===== config.mk =====
export PLATFORM = sky130hd
export DESIGN_NAME = keypad_scan_debounce
export DESIGN_NICKNAME = d
export VERILOG_FILES = /design/src/rtl/keypad_scan_debounce.sv
export SDC_FILE = /design/constraint.sdc
export NUM_CORES = 1
export LEC_CHECK = 0
export ABC_AREA = 1
export CORE_MARGIN = 2
export CORE_UTILIZATION = 54
export CTS_BUF_LIST = sky130_fd_sc_hd__clkbuf_16
export DETAILED_ROUTE_END_ITERATION = 8
export PLACE_DENSITY = 0.8
export SETUP_SLACK_MARGIN = 0.5
export SLEW_MARGIN = 30
export SYNTH_ARGS = -nofsm -noshare
export SYNTH_HDL_FRONTEND = slang
export SYNTH_SLANG_ARGS = --single-unit

===== constraint.sdc =====
create_clock -name clk -period 2.15 [get_ports clk]
set_input_delay 0.3225 -clock clk [delete_from_list [all_inputs] [get_ports clk]]
set_output_delay 0.3225 -clock clk [all_outputs]
set_load 0.01 [all_outputs]

===== src/rtl/keypad_scan_debounce.sv =====
`default_nettype none
// ---------------------------------------------------------------------------
// keypad_scan_debounce : row-scanned keypad front end with press/release
// debounce, multi-key rejection and a one-cycle new-key strobe.
// Revision: 1.0
// ---------------------------------------------------------------------------
module keypad_scan_debounce #(
   parameter int NROWS           = 4,
   parameter int NCOLS           = 4,
   parameter int SCAN_DWELL      = 4,
   parameter int DEBOUNCE_CYCLES = 20
) (
   input  logic                            clk,
   input  logic                            reset,
   input  logic [NCOLS-1:0]                col_in,
   output logic [NROWS-1:0]                row_drive,
   output logic [NROWS+NCOLS-1:0]          key_code,
   output logic [$clog2(NROWS*NCOLS)-1:0]  key_index,
   output logic                            key_valid,
   output logic                            key_held
);

   localparam int ROW_W   = (NROWS > 1) ? $clog2(NROWS) : 1;
   localparam int COL_W   = (NCOLS > 1) ? $clog2(NCOLS) : 1;
   localparam int DWELL_W = (SCAN_DWELL > 1) ? $clog2(SCAN_DWELL) : 1;
   localparam int DEB_W   = (DEBOUNCE_CYCLES > 1) ? $clog2(DEBOUNCE_CYCLES) : 1;
   localparam int IDX_W   = $clog2(NROWS*NCOLS);

   localparam logic [ROW_W-1:0]   c_row_last   = ROW_W'(NROWS-1);
   localparam logic [DWELL_W-1:0] c_dwell_last = DWELL_W'(SCAN_DWELL-1);
   localparam logic [DEB_W-1:0]   c_deb_last   = DEB_W'(DEBOUNCE_CYCLES-1);

   localparam logic [1:0] S_SCAN        = 2'd0;
   localparam logic [1:0] S_DEB_PRESS   = 2'd1;
   localparam logic [1:0] S_HELD        = 2'd2;
   localparam logic [1:0] S_DEB_RELEASE = 2'd3;

   logic [NCOLS-1:0]           r_sync1;
   logic [NCOLS-1:0]           r_sync2;
   logic [1:0]                 r_state;
   logic [1:0]                 w_next_state;
   logic [ROW_W-1:0]           r_row;
   logic [DWELL_W-1:0]         r_dwell;
   logic [DEB_W-1:0]           r_deb;
   logic [NCOLS-1:0]           r_lat_col;
   logic [COL_W-1:0]           r_lat_col_idx;
   logic [NROWS+NCOLS-1:0]     r_key_code;
   logic [IDX_W-1:0]           r_key_index;
   logic                       r_key_valid;

   logic [NCOLS-1:0]           w_col_s;
   logic                       w_col_onehot;
   logic [COL_W-1:0]           w_col_idx;
   logic                       w_match;
   logic                       w_lat_bit;
   logic [ROW_W-1:0]           w_row_next;
   logic                       w_dwell_done;
   logic                       w_deb_done;
   logic [IDX_W-1:0]           w_key_index;

   always_ff @(posedge clk) begin
      if (reset) begin
         r_sync1 <= '0;
         r_sync2 <= '0;
      end else begin
         r_sync1 <= col_in;
         r_sync2 <= r_sync1;
      end
   end

   assign w_col_s      = r_sync2;
   assign w_col_onehot = (w_col_s != '0) && ((w_col_s & (w_col_s - 1'b1)) == '0);
   assign w_match      = (w_col_s == r_lat_col);
   assign w_lat_bit    = |(w_col_s & r_lat_col);
   assign w_row_next   = (r_row == c_row_last) ? '0 : r_row + 1'b1;
   assign w_dwell_done = (r_dwell == c_dwell_last);
   assign w_deb_done   = (r_deb == c_deb_last);
   assign w_key_index  = IDX_W'(int'(r_row) * NCOLS + int'(r_lat_col_idx));

   always_comb begin
      w_col_idx = '0;
      for (int c = 0; c < NCOLS; c++) begin
         if (w_col_s[c]) w_col_idx = COL_W'(c);
      end
   end

   // State register
   always_ff @(posedge clk) begin
      if (reset) r_state <= S_SCAN;
      else       r_state <= w_next_state;
   end

   // Next-state logic
   always_comb begin
      w_next_state = r_state;
      case (r_state)
         S_SCAN:        if (w_dwell_done && w_col_onehot) w_next_state = S_DEB_PRESS;
         S_DEB_PRESS:   if (!w_match)                     w_next_state = S_SCAN;
                        else if (w_deb_done)              w_next_state = S_HELD;
         S_HELD:        if (!w_lat_bit)                   w_next_state = S_DEB_RELEASE;
         S_DEB_RELEASE: if (!w_lat_bit && w_deb_done)     w_next_state = S_SCAN;
         default:                                         w_next_state = S_SCAN;
      endcase
   end

   // Counters, latched key and registered outputs; the row pointer stays on
   // the latched row from press detection until release or abort.
   always_ff @(posedge clk) begin
      if (reset) begin
         r_row         <= '0;
         r_dwell       <= '0;
         r_deb         <= '0;
         r_lat_col     <= '0;
         r_lat_col_idx <= '0;
         r_key_code    <= '0;
         r_key_index   <= '0;
         r_key_valid   <= 1'b0;
      end else begin
         r_key_valid <= 1'b0;
         case (r_state)
            S_SCAN: begin
               if (w_dwell_done) begin
                  r_dwell <= '0;
                  if (w_col_onehot) begin
                     r_lat_col     <= w_col_s;
                     r_lat_col_idx <= w_col_idx;
                     r_deb         <= '0;
                  end else begin
                     r_row <= w_row_next;
                  end
               end else begin
                  r_dwell <= r_dwell + 1'b1;
               end
            end
            S_DEB_PRESS: begin
               if (!w_match) begin
                  r_row   <= w_row_next;
                  r_dwell <= '0;
               end else if (w_deb_done) begin
                  r_key_valid <= 1'b1;
                  r_key_code  <= {row_drive, r_lat_col};
                  r_key_index <= w_key_index;
               end else begin
                  r_deb <= r_deb + 1'b1;
               end
            end
            S_HELD: begin
               if (!w_lat_bit) r_deb <= '0;
            end
            S_DEB_RELEASE: begin
               if (w_lat_bit) begin
                  r_deb <= '0;
               end else if (w_deb_done) begin
                  r_row   <= w_row_next;
                  r_dwell <= '0;
               end else begin
                  r_deb <= r_deb + 1'b1;
               end
            end
            default: ;
         endcase
      end
   end

   // Output logic
   always_comb begin
      row_drive = {{(NROWS-1){1'b0}}, 1'b1} << r_row;
      key_held  = (r_state == S_HELD) || (r_state == S_DEB_RELEASE);
      key_code  = r_key_code;
      key_index = r_key_index;
      key_valid = r_key_valid;
   end

endmodule
`default_nettype wire


---- Yosys cells after proc, flatten, opt, wreduce, memory -nomap -nowiden ----
Index checks and enable logic that the tools add are counted.
storage, ports and cells
  logic and storage cells ................. 85
  input bits .............................. 6
  output and inout port bits .............. 18
  register bits after elaboration ......... 38
operators by class
  reductions and logical operators ........ 17
  equality and inequality tests ........... 18
  shifts and indexed selects .............. 1
  bitwise gates (word level) .............. 4
  $add $sub $neg .......................... 5
  mux-type cells .......................... 29
operator list
  cell                   number
  $mux W2                17
  $mux W5                6
  $ne A2 B2 Y1 const B   10
  $pmux W5 S4            1
  $pmux W2 S3            2
  $reduce_and A4 Y1      3
  $and A4 B4 Y4          2
  $eq A2 B2 Y1 const B   4
  $pmux W2 S4            1
  $reduce_and A3 Y1      2
  $reduce_and A6 Y1      1
  $add A5 B1 Y5 const B  1
  $eq A5 B5 Y1 const B   1
  $add A2 B1 Y2 const B  2
  $add A4 B2 Y4          1
  $eq A4 B4 Y1           1
  $logic_not A4 Y1       1
  $reduce_bool A4 Y1     1
  $reduce_or A4 Y1       1
  $shl A1 B2 Y4 const A  1
  $sub A4 B1 Y4 const B  1
  $logic_and A1 B1 Y1    3
  $ne A3 B3 Y1 const B   1
  $reduce_bool A3 Y1     1
  7 further kinds        9

---- Logic depth before layout (Yosys ltp) ----
Gate-level depths: netlist of run 1.
  word-level depth ........................ 7
  depth in mapped cells ................... 11
  gate-level depth less buffers ........... 11

---- Least setup slack after synthesis of run 1 ----
Ideal clock, no wire load.
  kind .................................... reg2reg
  start point ............................. register r_sync2[3]
  end point ............................... register r_deb[3]
  stages on the path, launching flop included .. 10
  clock period less this slack ............ 1.526 ns
  slack ................................... 0.624 ns
  data arrival time ....................... 1.413 ns
  setup time .............................. 0.113 ns
  buffers on the path ..................... 0
  required time ........................... 2.037 ns
  cell sequence ........................... dfxtp_1 ha_1 nor2_1 nand2_1 nand2_1 nand3_1 nor2_1 nand2_1 nand2_1 nor2_1
on the way
  cells in the longest elaborated chain, start to end .. 6
  elaborated cells between the ends (all ways) .. 14
  classes of those cells .................. add/sub (1); eq/ne (4); mux (2); bitwise (2); reduce/logical (5)
ends and longest elaborated chain
  item                         RTL line  text
  from (decl)                  39        logic [NCOLS-1:0] r_sync2;
  from (signal assigned)       67        r_sync2 <= r_sync1;
  $sub A4 B1 Y4                72        assign w_col_onehot = (w_col_s != '0) && ((w_col_s & (w_col_s - 1'b1)) == '0);
  $and A4 B4 Y4                72
  $logic_not A4 Y1             72
  $logic_and A1 B1 Y1          72
  $ne A2 B2 Y1 (no line)       --
  $reduce_and A4 Y1 (no line)  --
  to (signal assigned)         144       r_deb <= r_deb + 1'b1;
  to (signal assigned)         157       r_deb <= r_deb + 1'b1;
  to (decl)                    44        logic [DEB_W-1:0] r_deb;
Parallel ways exist; a longest one is shown, timed or not.
A chain may end at the register's enable or synchronous reset.

==> results of run 1 <==
metal layers:
| metal | wire, um | part of all wire [%] | track usage, % | vias to the layer above |
|---|---|---|---|---|
| met4 | 98 | 2.6 | 11.7 | 0 |
| met1 | 1690 | 45 | 25.7 | 719 |
| met2 | 1780 | 47 | 36.2 | 45 |
| li1 | - | - | - | 852 |
| met5 | 0 | 0 | 0 | - |
| met3 | 189 | 5.0 | 5.95 | 10 |
per-stage QoR:
| stage | cell area, um^2 | power, mW | std cells |
|---|---|---|---|
| floorplan | 1850 | 0.848 | 253 |
| global placement | 2100 | 0.888 | 316 |
| detailed placement | 2100 | 0.891 | 316 |
| CTS | 2260 | 1.59 | 326 |
| global route | 2320 | 1.65 | 326 |
| finish | 2320 | 1.58 | 326 |
logic make-up after synthesis:
logic type | count (synthesis) | synth area share (%)
and+or+nand+nor | 132 | 33.3
adders and majority gates | 10 | 6.77
DFF | 38 | 41.2
xor gates and xnor gates | 1 | 0.474
AOI/OAI and AO/OA | 34 | 9.68
buffers and inverters | 38 | 8.60
synth_stat cells:
cell      instances  area (um^2)
nand3_1          15         75.1
nor3_1            1         5.00
inv_1            27          101
nor2_8            2         40.0
nand2_1          62          233
nand4_1           5         31.3
dfxtp_1          38          761
ha_1             10          125
o21ai_0           4         20.0
nand2_2           2         12.5
buf_2             1         5.00
o22ai_2           1         12.5
nor2_2           11         68.8
clkbuf_1          4         15.0
a31oi_1           1         6.26
o21ai_1          12         60.1
nor2_1           32          120
inv_2             4         15.0
nand4_2           1         12.5
nand3_4           1         17.5
buf_6             2         22.5
a21oi_1          16         80.1
xnor2_1           1         8.76
flip-flops by register name (all words and copies together) (netlist names), named ones only:
signal,count
key_code,8
key_index,4
key_valid,1
r_deb,5
r_dwell,2
r_lat_col,4
r_lat_col_idx,2
r_row,2
r_state,1
r_sync1,4
r_sync2,4
worst paths after layout:
check                   startpoint                     to  slack (ns)  cells past startpoint
min          r_sync1[1]$_SDFF_PP0_  r_sync2[1]$_SDFF_PP0_        0.40                      2
max reg2reg  r_sync2[2]$_SDFF_PP0_  r_deb[3]$_SDFFE_PP0P_        0.59                      9
min reg2reg  r_sync1[1]$_SDFF_PP0_  r_sync2[1]$_SDFF_PP0_        0.40                      2
max                           flop               key_held        0.58                      1
power by group through the flow:
stage | registers, mW | clock network [mW] | logic, mW
after floorplan | 0.750 | 0 | 0.0982
after global routing | 0.740 | 0.742 | 0.168
after CTS | 0.739 | 0.713 | 0.137
after detailed placement | 0.753 | 0 | 0.138
after global placement | 0.752 | 0 | 0.136
final | 0.738 | 0.695 | 0.146
final cells by class:
class	instances	area (um^2)	share of cell area, %
Clock buffer	5	125	5.38
Multi-Input combinational cell	177	991	42.6
Inverter	31	116	5.01
Tap cell	46	57.6	2.48
Clock inverter	3	16.3	0.700
Timing Repair Buffer	26	248	10.7
Sequential cell	38	771	33.2
what timing repair did:
| item | in CTS | in global routing |
|---|---|---|
| setup buffers | 2 | 0 |
| pin swaps | 1 | 1 |
| setup endpoints to repair | 19 | 25 |
| resized for setup | 10 | 15 |
==> flow_summary.toml, run 1 <==
[floorplanning]
core_outline_area_um2 = 3310
io-pin-count = 24
design.die.area_um2 = 3910
rows = 21
die_y_um = 62.5
fp.dieW_um = 62.5
initial_utilization_pct = 55.8

[timing]
headroom_to_the_max_slew_limit_pct = 64.3
totalNegativeSetupSlack_ns = 0
max_clock_freq_mhz = 637
postLayoutSetupSlackWorst_ns = 0.580
holdWs_ns = 0.395
min_period_over_period_pct = 73.0
post_route_skew_ns = 0.00268
final_max_slew_viol_count = 0
rsz_0062_raised_after_global_routing = "yes"
finalSetupViolCount = 0
timing.final.hold_violations = 0
worst_slew_pin_slew_ns = 0.535
final_period_minus_worst_setup_slack_ns = 1.57

[layout]
fin_nets = 295
final_layout_size_suffix_gt1_share_pct = 16.4
layout_common_cells = "61 x nand2_1, 32 x dfxtp_1, 28 x nor2_1"
layout.cells.most_common = "nand2_1"
n_fill_cell = 291
insertedDiodeCount = 0
layout.core_utilization_pct = 70.2
area_delta_synth_final_pct = 25.8

[routing]
drc_errors = 0
drt-total-wl_um = 3760
num_vias = 1626
drtIter0Drc = 68
post_drt_wl_per_cell_um = 11.5
post_drt_via_cell_ratio = 4.99
dr.pass1.iters = 6
number_of_antenna_violating_nets_in_the_routed_design = 0

[synthesis]
ys_warn_count = 0
syn_nets = 269
seq_area_frac_synth_pct = 41.2
ys_types = 23
flip_flop_and_latch_count_after_synthesis = 38
mappedNetlistArea_um2 = 1850
netlist_instances = 253
synth_area_per_cell_um2 = 7.30

[placed_design]
placement.io_buffers = 23
place_worst_setup_slack_ns = 0.366
gpl.final_weighted_congestion = 0.887
hpwl_um = 2630

[setup_path]
cpLargestDelayFamily = "buffers and inverters"
critical_path_required_ns = 1.83
cp_slowest_cell = "clkdlybuf4s50_1"
max_stage_delay_ns = 0.56
crit_path_start_kind = "flop"
crit_path_cell_trace = "clkdlybuf4s50_1"
critPathMaxFanout = 8
worst-path-buf-inv = 1
setup.worst_path.end_class = "output port"
path_class = "flop to output port"
worst_ep_arrival_time_ns = 1.25

[power_and_ir_drop]
p_clk_share_pct = 44.0
leakagePower_nw = 1.02
internal-power_mw = 1.20
vdd.ir_drop.worst_uv = 515
comb_power_share_pct = 9.2
pwr_density_cell_nw_per_um2 = 679
p_sw_share_pct = 23.9
power.net_switching_mw = 0.377
power_frac_seq_pct = 46.7

[global_routing]
grt_antenna_before_repair = 0
global_route.overflow_total = 0
first_global_vias = 1537
largest_net_degree_at_the_start_of_global_routing = 21
global_route.usage.total_pct = 21.8
first_pass_grt_wire_length_um = 6770

[run_status]
outcome = "completed"

[clock_network]
cts-htree-levels = 2
cts_made_buffers = 5
tritoncts = "built"
cts_buffer_depth = 2
clock_latency_ns = 0.28
cts_hold_buf = 0
clock_tree.root_cell = "clkbuf_16"
cts.sinks = 38
path_clk_slew_ns = 0.05

[job]
maxCapViolCount = 0

[worst_hold_path]
hold_class = "flop to flop"
Note: power is estimated with default switching activity, not from simulation.
==> inputs of run 2 (changes only) <==
- clock period: 2.15 -> 1.6 ns (I/O delays scaled with it)
==> flow_summary.toml, run 2 (synthesis results as in run 1) <==
[timing]
final_period_minus_worst_setup_slack_ns = 1.60
post_route_skew_ns = 0.00718
worst_slew_pin_slew_ns = 0.382
holdWs_ns = 0.411
headroom_to_the_max_slew_limit_pct = 74.6
finalSetupViolCount = 1
timing.final.hold_violations = 0
min_period_over_period_pct = 100
rsz_0062_raised_after_global_routing = "yes"
max_clock_freq_mhz = 624
postLayoutSetupSlackWorst_ns = -0.00268
final_max_slew_viol_count = 0

[power_and_ir_drop]
p_clk_share_pct = 41.5
leakagePower_nw = 1.33
power.net_switching_mw = 0.653
power_frac_seq_pct = 42.4
p_sw_share_pct = 27.9
vdd.ir_drop.worst_uv = 1010
comb_power_share_pct = 16.1
pwr_density_cell_nw_per_um2 = 775
internal-power_mw = 1.68

[clock_network]
cts-htree-levels = 2
cts_buffer_depth = 2
cts_made_buffers = 5
tritoncts = "built"
path_clk_slew_ns = 0.06
cts.sinks = 38
clock_tree.root_cell = "clkbuf_16"
clock_latency_ns = 0.29
cts_hold_buf = 0

[routing]
number_of_antenna_violating_nets_in_the_routed_design = 0
drtIter0Drc = 338
drt-total-wl_um = 8100
post_drt_via_cell_ratio = 6.25
dr.pass1.iters = 5
num_vias = 2281
post_drt_wl_per_cell_um = 22.2
drc_errors = 0

[floorplanning]
rows = 21
io-pin-count = 24
fp.dieW_um = 62.5
die_y_um = 62.5
initial_utilization_pct = 55.8
core_outline_area_um2 = 3310
design.die.area_um2 = 3910

[setup_path]
worst_ep_arrival_time_ns = 1.78
crit_path_start_kind = "flop"
critical_path_required_ns = 1.77
setup.worst_path.end_class = "flop"
path_class = "flop to flop"
critPathMaxFanout = 6

[placed_design]
gpl.final_weighted_congestion = 0.875
placement.cell_area_um2 = 2250
place_worst_setup_slack_ns = 0.109
placement.io_buffers = 23
hpwl_um = 2650
placed_cells = 318

[layout]
layout.core_utilization_pct = 91.1
final_area_um2 = 3020
n_fill_cell = 114
final_cell_count_no_fill = 365
largest_register_ffs = 8
multiInputGateArea_um2 = 1300
layout_common_cells = "37 x nand2_1, 31 x buf_4, 23 x nor2_1"
layout.cells.most_common = "nand2_1"
insertedDiodeCount = 0
fin_nets = 334
area_delta_synth_final_pct = 63.2
final_layout_size_suffix_gt1_share_pct = 55.2
layout.area.seq_um2 = 813

[global_routing]
first_global_vias = 1997
global_route.usage.total_pct = 31.7
global_route.overflow_total = 0
largest_net_degree_at_the_start_of_global_routing = 21
first_pass_grt_wire_length_um = 9420
grt_antenna_before_repair = 0

[worst_hold_path]
hold_class = "flop to flop"

[run_status]
failed_checks = "negative setup slack"
outcome = "finished, violations left"

[job]
maxCapViolCount = 0
[run 2: final cells by class]
| cell class | count | area share, % |
|---|---|---|
| Sequential cell | 38 | 27.0 |
| Clock inverter | 3 | 0.539 |
| Multi-Input combinational cell | 177 | 43.2 |
| Tap cell | 46 | 1.91 |
| Clock buffer | 5 | 4.15 |
| Timing Repair Buffer | 65 | 18.6 |
| Inverter | 31 | 4.56 |
[run 2: worst paths after layout]
kind / slack, ns / cells past startpoint / startpoint / to
worst max-delay path: -0.003 / 8 / r_deb[2]$_SDFFE_PP0P_ / r_row[1]$_SDFFE_PP0P_
worst min-delay path: 0.41 / 2 / r_sync1[3]$_SDFF_PP0_ / r_sync2[3]$_SDFF_PP0_
worst max register to register: -0.003 / 8 / r_deb[2]$_SDFFE_PP0P_ / r_row[1]$_SDFFE_PP0P_
worst min register to register: 0.41 / 2 / r_sync1[3]$_SDFF_PP0_ / r_sync2[3]$_SDFF_PP0_
[run 2: worst max-delay path, stage by stage (launching register included)]
cell     delay, ns
dfxtp_1       0.38
nor2_2        0.26
nand2_4       0.13
nand2_2       0.10
nand2_2       0.08
nor2_4        0.15
nand4_1       0.16
nand2_1       0.14
nor2_2        0.07
[run 2: per-stage QoR]
step,setup TNS [ns],power [mW]
after floorplan,0,1.16
after global placement,0,1.21
after detailed placement,0,1.22
after CTS,0,2.22
after global routing,-0.184,2.40
final,-0.00268,2.34
[run 2: repair_timing]
| item | 4_1_cts | 5_1_grt |
|---|---|---|
| pin swaps | 33 | 28 |
| setup endpoints to repair | 48 | 46 |
| cloned | 1 | 0 |
| gates resized for setup | 124 | 51 |
| setup buffers | 26 | 12 |
[run 2: metal layers]
layer / share of wire [%] / wire length (um) / up-vias / GRT usage, %
met5: 0 / 0 / - / 0
met4: 9.9 / 802 / 0 / 22.5
met3: 9.8 / 793 / 83 / 6.67
met1: 36 / 2900 / 1040 / 33.9
met2: 44 / 3600 / 221 / 55.4
li1: - / - / 937 / -
[run 2: power by group through the flow]
stage / Combinational, mW / Sequential, mW / Clock, mW
after floorplan: 0.149 / 1.01 / 0
after global placement: 0.201 / 1.01 / 0
after detailed placement: 0.204 / 1.01 / 0
after CTS: 0.276 / 0.987 / 0.955
after global routing: 0.395 / 0.993 / 1.01
final: 0.377 / 0.992 / 0.970
==> edit 1, RTL diff (config.mk and constraints of run 1) <==
Set the parameter `SCAN_DWELL` to 8 (it was 4).
--- a/src/rtl/keypad_scan_debounce.sv
+++ b/src/rtl/keypad_scan_debounce.sv
@@ -7,7 +7,7 @@
 module keypad_scan_debounce #(
    parameter int NROWS           = 4,
    parameter int NCOLS           = 4,
-   parameter int SCAN_DWELL      = 4,
+   parameter int SCAN_DWELL      = 8,
    parameter int DEBOUNCE_CYCLES = 20
 ) (
    input  logic                            clk,
Formal check against the unedited RTL: not equivalent (a bounded check fails within 10 cycles, from zero or initial values and one cycle with reset high).
==> edit 1 against run 1 <==
Clock skew rose by 0.0036 ns; combinational power fell by 41%; sequential cell count rose by 1; worst setup slack lost 0.043 ns; maximum frequency shrank 2.7%; wire length grew 18%; total power up 3.9%; cell area up 9.6%; area after synthesis up 5.0%; die area rose by 4.7%; first-iteration DRC count grew 68%.
==> edit 1: results <==
INSERT INTO impl_metrics (metric_group, metric, value, unit) VALUES
('outcome', 'run_status', 'finished clean', ''),
('logic_synthesis', 'sequential_element_share_of_the_synthesized_area', '40.2', '%'),
('global_route', 'grt_first_pass_wirelength', '7160', 'um'),
('logic_synthesis', 'netlist_top_cells_area', 'dfxtp_1 (40%), nand2_1 (9.9%), nor2_1 (8.3%)', ''),
('finish', 'finish.net_count', '318', ''),
('routing', 'route.met2.wl', '2190', 'um'),
('routing', 'drt-initial-drc-count', '114', ''),
('cts', 'cts_setup_buffers', '3', ''),
('finish', 'layout.cells.non_filler', '347', ''),
('placed_design', 'hpwl', '2800', 'um'),
('timing', 'clock-skew-final', '0.00630', 'ns'),
('routing', 'avgViaCountPerCell', '5.11', ''),
('worst_setup_path', 'cp_max_fo', '9', ''),
('global_route', 'pin_count_of_the_biggest_net_entering_global_routing', '23', ''),
('placed_design', 'placement.setup.worst_slack', '0.346', 'ns'),
('worst_setup_path', 'timing.critical_path.arrival', '1.29', 'ns'),
('logic_synthesis', 'post_synth_num_cell_types', '26', ''),
('finish', 'ratio_of_cells_with_drive_above_1_in_the_final_layout', '20.3', '%'),
('routing', 'routedWlPerCell', '12.7', 'um'),
('power_and_ir_drop', 'total_leakage_power', '1.14', 'nW');
[edit 1: changes by cell type after synthesis, moves of 2 or more]
cell and change:
nor2_4 +2, o21ai_1 -6, a21oi_1 +3, inv_2 -2, nand2_1 -11, inv_1 +9, o21ai_0 +10, nor2_2 -9
nor2_1 +11
[edit 1: worst reg2reg max path, cell delays in order, from the launching register on]
cell     delay [ns]
dfxtp_2        0.32
ha_1           0.20
ha_2           0.20
inv_2          0.06
nand2_1        0.07
nor2_2         0.19
inv_2          0.06
nand3_1        0.10
nand2_2        0.10
nand3_1        0.08
nand2_1        0.05
inv_1          0.04
nor2_1         0.03
[edit 1: cells by family after synthesis]
kind of cell / share of synthesized area, %
xor gates and xnor gates: 0.451
buffers and inverters: 10.4
AOI/OAI and AO/OA: 10.9
and+or+nand+nor: 30.9
adders and majority gates: 7.09
DFF: 40.2
[edit 1: metal layers]
| metal | GRT usage [%] | vias to the layer above |
|---|---|---|
| met4 | 7.34 | 0 |
| met5 | 0 | - |
| met3 | 5.63 | 6 |
| li1 | - | 909 |
| met2 | 37.4 | 47 |
| met1 | 27.9 | 810 |
[edit 1: final cells by class]
| type | count | area [um2] |
|---|---|---|
| clock inverter | 2 | 37.5 |
| tap | 46 | 57.6 |
| fill | 256 | 842 |
| sequential | 39 | 801 |
| timing repair buffer | 36 | 335 |
| inverter | 39 | 151 |
| clock buffer | 5 | 125 |
| multi-input combinational | 180 | 1040 |
[edit 1: power by group through the flow]
stage | logic (mW) | clock network, mW | registers, mW
floorplan | 0.0531 | 0 | 0.758
global placement | 0.0732 | 0 | 0.759
detailed placement | 0.0744 | 0 | 0.760
CTS | 0.0766 | 0.820 | 0.744
global route | 0.100 | 0.852 | 0.743
finish | 0.0864 | 0.813 | 0.742
==> edit 2, RTL diff (settings of run 1) <==
Without the edit above. Register the input `col_in` before use. The logic sees it one clock later.
--- a/src/rtl/keypad_scan_debounce.sv
+++ b/src/rtl/keypad_scan_debounce.sv
@@ -35,6 +35,12 @@
    localparam logic [1:0] S_HELD        = 2'd2;
    localparam logic [1:0] S_DEB_RELEASE = 2'd3;
 
+   logic [NCOLS-1:0] col_q;
+
+   always_ff @(posedge clk) begin
+      col_q <= col_in;
+   end
+
    logic [NCOLS-1:0]           r_sync1;
    logic [NCOLS-1:0]           r_sync2;
    logic [1:0]                 r_state;
@@ -63,7 +69,7 @@
          r_sync1 <= '0;
          r_sync2 <= '0;
       end else begin
-         r_sync1 <= col_in;
+         r_sync1 <= col_q;
          r_sync2 <= r_sync1;
       end
    end
Check against the original RTL: not equivalent (Yosys sat finds a counterexample within 10 cycles, from zero or initial values and one cycle with reset high).
==> edit 2 against run 1 <==
Cell area grew 4.8%; critical path type unchanged; worst setup slack lost 0.20 ns; core utilization grew 2.8 points; count of clock-buffer cells in the layout is the same; cell count grew 0.31%; die area grew 2.2%; wire length grew 12%; area after synthesis grew 2.3%; sequential cell count grew 4; synthesized cell count grew 0.79%.
Power is not compared: it rests on default switching activity, and its combinational part moved more than twofold at a synthesized area within 25%.
==> edit 2: results <==
INSERT INTO impl_metrics (metric_group, metric, value, unit) VALUES
('finish', 'multi_input_area', '983', 'um2'),
('global_route', 'grt_use_met1', '28.8', '%'),
('worst_setup_path', 'reg2reg_to', 'key_index[3]', ''),
('finish', 'comb.multi_input.count', '174', ''),
('global_route', 'overall_fraction_of_global_route_tracks_in_use', '21.9', '%'),
('routing', 'drt-initial-drc-count', '139', ''),
('worst_setup_path', 'timing.critical_path.arrival', '1.44', 'ns'),
('routing', 'route.met2.wl', '2060', 'um'),
('timing', 'timing.max_slew.rel_slack', '64.9', '%'),
('placed_design', 'hpwl', '2620', 'um'),
('worst_setup_path', 'rrSetupSlack', '0.53', 'ns'),
('worst_setup_path', 'critPathMaxStageDelay', '0.54', 'ns'),
('outcome', 'run_status', 'finished clean', ''),
('worst_setup_path', 'worst_r2r_path_depth', '7', ''),
('finish', 'regArea', '857', 'um2'),
('global_route', 'first_global_vias', '1534', ''),
('die', 'die_w', '63.2', 'um'),
('cts', 'clock_sink_total', '42', ''),
('worst_setup_path', 'reg2reg_from', 'r_state[0]', ''),
('logic_synthesis', 'synth_top_cells_by_count', 'nand2_1 (51), dfxtp_1 (42), nor2_1 (42)', ''),
('worst_setup_path', 'cp_max_fo', '4', ''),
('logic_synthesis', 'post_synth_num_cell_types', '22', ''),
('finish', 'count_of_fill_cells_added_during_filler_insertion', '264', ''),
('placed_design', 'placement.cell_area', '0.00214', 'mm2'),
('timing', 'holdWs', '0.394', 'ns');
-- edit 2: cell types whose count changed after synthesis, moves of 2 or more --
cell      delta
o21ai_1     -12
nor2_4       +3
clkbuf_2     +2
inv_1        +2
o21ai_0     +15
nor2_2      -10
nand2_1     -11
a21oi_1      +2
inv_2        -2
nor2_8       -2
nand3_1      +3
dfxtp_1      +4
a21oi_2      +2
nor2_1      +10
-- edit 2: kinds of logic after synthesis --
group	share of synthesized area, %
flops	44.5
compound gates	10.7
simple gates	29.0
fa+ha+maj	6.62
buf+inv	8.74
xor+xnor	0.463
-- edit 2: power groups by stage --
stage | sequential (mW) | combinational [mW] | clock (mW)
global route | 0.874 | 0.383 | 0.886
detailed placement | 0.882 | 0.311 | 0
finish | 0.869 | 0.336 | 0.839
global placement | 0.880 | 0.309 | 0
CTS | 0.866 | 0.310 | 0.850
floorplan | 0.871 | 0.219 | 0
